===== src/rtl/uart_arb_pkg.sv =====
// Shared types and helpers for the UART transmit arbiter.
package uart_arb_pkg;

  typedef enum logic [1:0] {
    IDLE    = 2'd0,
    SEND    = 2'd1,
    WAIT_HI = 2'd2,
    WAIT_LO = 2'd3
  } arb_state_e;

  // Width of a requester index; a single requester still needs one bit.
  function automatic int idx_w(input int n);
    return (n > 2) ? $clog2(n) : 1;
  endfunction

endpackage


===== src/rtl/rr_picker.sv =====
// Round-robin winner search: first set request at or after ptr, wrapping.
module rr_picker #(
  parameter int N_REQ = 2,
  parameter int IDX_W = 1
) (
  input  logic [N_REQ-1:0] req,
  input  logic [IDX_W-1:0] ptr,
  output logic             found,
  output logic [IDX_W-1:0] idx
);

  logic [N_REQ-1:0] rot;

  // Rotate so the pointer position lands on bit 0.
  assign rot = N_REQ'({req, req} >> ptr);

  // Scan from the far end so the lowest rotated position wins.
  always_comb begin
    found = 1'b0;
    idx   = '0;
    for (int k = N_REQ - 1; k >= 0; k--) begin
      if (rot[k]) begin
        found = 1'b1;
        idx   = IDX_W'((int'(ptr) + k) % N_REQ);
      end
    end
  end

endmodule


===== src/rtl/uart_tx_arbiter.sv =====
// Round-robin sharing of one UART transmitter between N_REQ byte streams.
// Owns the tx_wr strobe and waits out each character on tx_busy.
// Optional message lock: define UART_TX_ARBITER_LOCK_EN to keep the
// transmitter with one requester until it sends a byte marked req_last.
module uart_tx_arbiter
  import uart_arb_pkg::*;
#(
  parameter int N_REQ   = 2,
  parameter int BUSY_TO = 8,
  localparam int IDX_W  = idx_w(N_REQ)
) (
  input  logic               clk,
  input  logic               rst,
  input  logic [N_REQ-1:0]   req_valid,
  input  logic [8*N_REQ-1:0] req_data,
  input  logic [N_REQ-1:0]   req_last,
  output logic [N_REQ-1:0]   req_ready,
  output logic [7:0]         tx_data,
  output logic               tx_wr,
  input  logic               tx_busy,
  output logic [IDX_W-1:0]   grant_id,
  output logic               locked,
  output logic               to_err
);

  localparam logic [1:0] ST_IDLE    = 2'(IDLE);
  localparam logic [1:0] ST_SEND    = 2'(SEND);
  localparam logic [1:0] ST_WAIT_HI = 2'(WAIT_HI);
  localparam logic [1:0] ST_WAIT_LO = 2'(WAIT_LO);

  logic [1:0]       state;
  logic [IDX_W-1:0] rr_ptr;
  logic [IDX_W-1:0] win;
  logic [IDX_W-1:0] nxt_ptr;
  logic [IDX_W-1:0] ptr_upd;
  logic [7:0]       to_cnt;
  logic [7:0]       win_data;
  logic [N_REQ-1:0] grant_oh;
  logic [N_REQ-1:0] cand;
  logic             found;
  logic             accept;

  // While locked only the holder may compete.
  assign grant_oh = N_REQ'(1) << grant_id;
  assign cand     = locked ? (req_valid & grant_oh) : req_valid;

  rr_picker #(
    .N_REQ (N_REQ),
    .IDX_W (IDX_W)
  ) u_pick (
    .req   (cand),
    .ptr   (rr_ptr),
    .found (found),
    .idx   (win)
  );

  // Reset is folded in so req_ready reads 0 while reset is held.
  assign accept    = rst && (state == ST_IDLE) && found && !tx_busy;
  assign req_ready = accept ? (N_REQ'(1) << win) : '0;
  assign win_data  = 8'(req_data >> {win, 3'b000});
  assign nxt_ptr   = (win == IDX_W'(N_REQ - 1)) ? '0 : win + 1'b1;
  assign tx_wr     = (state == ST_SEND);

`ifdef UART_TX_ARBITER_LOCK_EN
  logic last_sel;

  assign last_sel = |(req_last & req_ready);
  // Pointer parks on the holder until the releasing byte goes out.
  assign ptr_upd  = last_sel ? nxt_ptr : win;

  // Lock is taken by any non-final byte and dropped by the final one.
  always_ff @(posedge clk or negedge rst) begin
    if (!rst) begin
      locked <= 1'b0;
    end else if (accept) begin
      locked <= !last_sel;
    end
  end
`else
  logic unused_last;

  assign unused_last = ^req_last;
  assign ptr_upd     = nxt_ptr;
  assign locked      = 1'b0;
`endif

  // Accept, strobe, then follow tx_busy high and low (or time out).
  always_ff @(posedge clk or negedge rst) begin
    if (!rst) begin
      state    <= ST_IDLE;
      rr_ptr   <= '0;
      tx_data  <= 8'h00;
      grant_id <= '0;
      to_cnt   <= 8'h00;
      to_err   <= 1'b0;
    end else begin
      case (state)
        ST_IDLE: begin
          if (accept) begin
            tx_data  <= win_data;
            grant_id <= win;
            rr_ptr   <= ptr_upd;
            state    <= ST_SEND;
          end
        end
        ST_SEND: begin
          to_cnt <= 8'h00;
          state  <= ST_WAIT_HI;
        end
        ST_WAIT_HI: begin
          if (tx_busy) begin
            state <= ST_WAIT_LO;
          end else if (to_cnt == 8'(BUSY_TO - 1)) begin
            // Core never picked the byte up; treat it as sent.
            to_err <= 1'b1;
            state  <= ST_IDLE;
          end else begin
            to_cnt <= to_cnt + 8'h01;
          end
        end
        ST_WAIT_LO: begin
          if (!tx_busy) begin
            state <= ST_IDLE;
          end
        end
        default: state <= ST_IDLE;
      endcase
    end
  end

endmodule


===== config.mk =====
export PLATFORM = sky130hd
export DESIGN_NAME = uart_tx_arbiter
export DESIGN_NICKNAME = d
export VERILOG_FILES = /design/src/rtl/uart_arb_pkg.sv /design/src/rtl/rr_picker.sv /design/src/rtl/uart_tx_arbiter.sv
export SDC_FILE = /design/constraint.sdc
export NUM_CORES = 1
export LEC_CHECK = 0
export ABC_AREA = 1
export ABC_CLOCK_PERIOD_IN_PS = 2000
export BUFFER_PORTS_ARGS = -buffer_cell sky130_fd_sc_hd__buf_2
export CORE_UTILIZATION = 50
export DETAILED_ROUTE_END_ITERATION = 16
export GPL_ROUTABILITY_DRIVEN = 0
export PLACE_DENSITY_LB_ADDON = 0.25
export SETUP_SLACK_MARGIN = 0.2
export SYNTH_ARGS = -nofsm -noshare
export SYNTH_HDL_FRONTEND = slang
export SYNTH_SLANG_ARGS = --single-unit

===== constraint.sdc =====
create_clock -name clk -period 2 [get_ports clk]
set_input_delay 0.2 -clock clk [delete_from_list [all_inputs] [get_ports clk]]
set_output_delay 0.2 -clock clk [all_outputs]
set_load 0.02 [all_outputs]

; ---- After elaboration in Yosys (flattened, before gate mapping)
; Index checks and enable logic that the tools add are counted.
; W data, S select, Z words.
[classes]
n_shift = 3
addsub = 3
div_mod_pow = 0
reduce_logical = 10
bitwise_logic = 1
mul = 0
n_eq_ne = 9
n_mux = 14
order_cmp = 0
[ops]
columns = cell, count
row1 = $mux W8, 2
row2 = $pmux W8 S2, 1
row3 = $shr A16 B4 Y8, 1
row4 = $mux W2, 5
row5 = $reduce_and A3 Y1, 3
row6 = $add A8 B1 Y8 const B, 1
row7 = $eq A8 B3 Y1 const B, 1
row8 = $ne A2 B2 Y1 const B, 4
row9 = $pmux W2 S4, 1
row10 = $mux W1, 5
row11 = $eq A2 B2 Y1 const B, 2
row12 = $shr A4 B1 Y2, 1
row13 = $logic_and A1 B1 Y1, 3
row14 = $ne A3 B3 Y1 const B, 1
row15 = $add A1 B1 Y1 const B, 2
row16 = $eq A2 B1 Y1 const B, 1
row17 = $logic_not A2 Y1, 1
row18 = $reduce_and A2 Y1, 1
row19 = $reduce_bool A2 Y1, 1
row20 = $shl A1 B1 Y2 const A, 1
row21 = $logic_not A1 Y1, 1
row22 = $not A1 Y1, 1
[word_totals]
reg_bits = 21
ramBits = 0
elab_cells = 46
latch_bits = 0
input_bits = 23
output_inout_bits = 14
n_memories = 0
mem_bits_ro = 0

; ---- Depth between registers and ports, before layout
[depth]
depth_word = 7
mapped_depth = 9

; ---- By module
; A second synthesis with hierarchy kept.
[hier_totals]
cells_unflattened = 153
area_unflattened_um2 = 1188.6
[modules_own_cells]
columns = mod, instances, cells_each, area_per_inst_um2, seq_area_each_um2
row1 = uart_tx_arbiter, 1, 149, 1169.9, 525.5
row2 = rr_picker, 1, 4, 18.8, 0.0

; ---- Worst setup path before layout
; OpenSTA, ideal clock, no wires.
[synth_timing]
kind = reg2reg
from = reg state[0]
to = reg to_cnt[4]
required_ns = 1.882
arrival_time_ns = 1.295
path_stages_with_launch = 8
setup_slack_ns = 0.588
n_path_buf = 0
synth_period_minus_slack_ns = 1.412
cell_sequence = dfrtp_1 -> inv_1 -> ha_1 -> clkinv_1 -> nand2_1 -> nand2_4 -> nand2_1 -> nand2_1
[synth_via]
elab_chain_cells = 3
word_cells_on_any_way = 7
cone_classes = eq/ne (4) / mux (1) / reduce/logical (2)
[synth_rtl]
columns = item, line
row1 = start: declaration, uart_tx_arbiter.sv:31  ; logic [1:0] state;
row2 = start signal: assignment, uart_tx_arbiter.sv:90  ; state <= ST_IDLE;
row3 = start signal: assignment, uart_tx_arbiter.sv:103  ; state <= ST_SEND;
row4 = start signal: assignment, uart_tx_arbiter.sv:108  ; state <= ST_WAIT_HI;
row5 = $eq A2 B2 Y1 or $eq A2 B1 Y1 (tied branches), uart_tx_arbiter.sv:97  ; case (state)
row6 = $ne A2 B2 Y1 (no line) or $reduce_bool A2 Y1 (tied branches), --
row7 = $reduce_and A3 Y1 (no line), --
row8 = end signal: assignment, uart_tx_arbiter.sv:118  ; to_cnt <= to_cnt + 8'h01;
row9 = end: declaration, uart_tx_arbiter.sv:36  ; logic [7:0] to_cnt;
; Parallel ways exist; a longest one is shown, timed or not.
; A chain may end at the register's enable or synchronous reset.

; ---- Final worst setup path
[layout_timing]
from = reg state[1]
to = out req_ready[0]
[layout_via]
elab_chain_cells = 5
[layout_rtl]
columns = item, line
row1 = $logic_not A2 Y1, uart_tx_arbiter.sv:58  ; assign accept = rst && (state == ST_IDLE) && found && !tx_busy;
row2 = $logic_and A1 B1 Y1 (3 in series), uart_tx_arbiter.sv:58
row3 = $mux W2, uart_tx_arbiter.sv:59  ; assign req_ready = accept ? (N_REQ'(1) << win) : '0;
row4 = end: declaration, uart_tx_arbiter.sv:17  ; output logic [N_REQ-1:0] req_ready,
; Every way passes these cells.

==> metrics.csv <==
stage;metric;value;unit
run_status;status;completed;
power;p_sw_share;44.5;%
synthesis;async_flop_share;100;%
layout;fin_cells;241;
layout;fin_nets;243;
synthesis;ys_seq_area_share;42.6;%
layout;num_antenna_cells;0;
cts;cts_root_buffer;clkbuf_4;
synthesis;syn-cell-area;1230;um^2
synthesis;netlist_top_cells_area;dfrtp_1 43%, nand2_1 22%, nand3_1 8.5%;
power;p_sw;780;uW
synthesis;syn-instance-count;165;
worst_setup_path;end_kind;output pin;
sta;hold_ws;0.0939;ns
worst_hold_path;holdCritPathClass;in2reg;
synthesis;synth.avg_cell_area;7.48;um^2
synthesis;yosys_warnings;0;
cts;cts_tree;built;
grt;gr-total-overflow;0;
die;initial_core_util;54.2;%
grt;grt_max_degree;22;
worst_setup_path;path_cells;inv_2, ha_1, inv_1, nor2_4, o21ai_4, nor2_4, buf_4;
placement;dp_hpwl;1.86;mm
synthesis;synth_cell_types;22;
grt;grt_pass1_vias;1031;
worst_setup_path;crit_type;reg2out;
drt;drt_first_pass_iters;4;
worst_setup_path;cpLargestDelayFamily;flip-flops;
die;rows;17;
sta;setup-violations-final;0;
cts;cts_buffer_depth;2;
layout;area_growth;26.9;%
synthesis;ys_seq_elements;21;
worst_setup_path;crit_top_cell;nor2_4;
sta;fin_skew;0.00433;ns
cts;cts.sinks;21;
cts;cts.clk_slew.worst_paths;0.12;ns
worst_setup_path;worstPathArrival;1.54;ns
synthesis;yosys.area.top_type_share;42.6;%
synthesis;yosys.area.top_type;dfrtp_1;
worst_setup_path;path_buf_inv;3;
sta;finalCriticalPeriod;1.74;ns
power;p_int;973;uW
worst_setup_path;crit_required;1.80;ns
power;p_clk_share;11.7;%
layout;drive_gt1_share;27.7;%
drt;drc;0;
drt;wire_per_inst;11.0;um
sta;finalCritPeriodShare;86.8;%
drt;drt-initial-drc-count;29;
drt;vias;1181;
placement;dp.cells;227;
power;power_frac_comb;52.8;%
drt;wirelength;2.66;mm
worst_setup_path;cp-start-kind;flop;
drt;avgViaCountPerCell;4.90;
synthesis;synthesis.nets;194;
die;core_area;2280;um^2
sta;slew_violations;0;
cts;clock_latency;0.30;ns
cts;cts_buffers;3;
power;p_leak;0.856;nW
drt;ant_nets;0;
power;powerDensity;1120;nW/um^2
worst_setup_path;cp_max_fo;4;
power;ir_worst_vdd;0.000740;V
die;ios;37;
sta;finalHoldViolCount;0;
synthesis;synth_commonest_cells;72 x nand2_1, 21 x dfrtp_1, 21 x nand3_1;
sta;max_freq;0.576;GHz
synthesis;synth_edf_count;0;
die;dieArea;2670;um^2
grt;antenna_found_initial;0;
sta;setup-tns-final;0;ns
grt;grt_pass1_wl;4.33;mm
layout;fin_util;68.8;%
worst_setup_path;cp_slowest_cell;dfrtp_1;
worst_setup_path;slowest_delay;0.45;ns
placement;portBuffers;33;
cts;htreeDepth;1;
power;p_seq_share;35.5;%
flow_run;max_cap_viol_count;0;
die;die_y;51.7;um
synthesis;synth_flop_cell;dfrtp_1;
grt;track_usage;21.6;%
sta;rsz0062_at_grt;false;
die;die_w;51.7;um
synthesis;yosysMostFrequentCell;nand2_1;
state kept, by name (all words and copies together), names as in the netlist:
| register | flops |
|---|---|
| tx_data | 8 |
| state | 2 |
| grant_id | 1 |
| to_cnt | 8 |
| rr_ptr | 1 |
| to_err | 1 |
layer usage:
layer	up-vias	global-route usage, %	wire length (um)
li1	613	-	-
met1	524	27.4	1200
met2	42	37.7	1310
met3	2	3.80	134
met4	0	5.41	14
met5	-	0	0
path summary, 6_finish.rpt:
| kind | from | to | slack [ns] | cells after the start |
|---|---|---|---|---|
| setup / recovery | state[1] | req_ready[0] | 0.26 | 7 |
| hold / removal | req_data[10] | tx_data[2] | 0.09 | 3 |
| setup reg to reg | state[1] | to_cnt[5] | 0.32 | 7 |
| hold reg to reg | to_err | to_err | 0.47 | 1 |
| max in group asynchronous | rst | tx_data[4] | 1.37 | 3 |
| min in group asynchronous | rst | to_cnt[2] | 0.41 | 3 |
kinds of logic after synthesis:
logic type	share of synthesized area [%]
other	0.304
AND/OR/NAND/NOR	40.5
buffers and inverters	4.87
flip-flops	42.6
AO/OA/AOI/OAI	5.68
adder cells (fa/ha/maj)	6.09
power by group through the flow:
stage / Sequential, mW / Clock [mW] / Combinational, mW
after floorplan: 0.733 / 0 / 0.463
after global placement: 0.628 / 0 / 0.774
after detailed placement: 0.630 / 0 / 0.796
after CTS: 0.619 / 0.208 / 0.837
after global routing: 0.636 / 0.228 / 1.03
final: 0.622 / 0.205 / 0.926
worst min-delay path, delay by kind of cell:
| family | cells | cell delay [ns] |
|---|---|---|
| buffers and inverters | 1 | 0.07 |
| and+or+nand+nor | 2 | 0.09 |
layout make-up:
class,count,area [um^2]
Clock buffer,4,26.3
Fill cell,183,711
Inverter,12,45.0
Multi-Input combinational cell,130,663
Sequential cell,21,526
Tap cell,28,35.0
Timing Repair Buffer,46,270
repair_timing:
action,in CTS,in global routing
resized for setup,3,3
hold endpoints to repair,21,0
setup endpoints to repair,2,2
setup buffers,3,6
hold buffers,1,0
pin swaps,0,0
layout by cell type (no fill, tap or decap), types with 2 or more instances in the layout:
| cell type | n |
|---|---|
| ha_1 | 6 |
| nor3b_1 | 2 |
| nor2_1 | 12 |
| nand3_2 | 2 |
| o21ai_0 | 2 |
| inv_2 | 2 |
| clkbuf_4 | 3 |
| o21bai_1 | 2 |
| buf_2 | 31 |
| nand3_1 | 21 |
| dfrtp_1 | 21 |
| buf_4 | 14 |
| nor2_4 | 3 |
| nand2_1 | 72 |
| inv_1 | 9 |
per-stage QoR:
step                      total power, mW  instance area (um^2)  setup slack (ns)
after detailed placement             1.43                  1440             0.328
after global routing                 1.90                  1570             0.172
after global placement               1.40                  1440             0.352
after CTS                            1.66                  1510             0.204
final                                1.75                  1570             0.263
after floorplan                      1.20                  1230             0.588
Note: power is estimated with default switching activity, not from simulation.
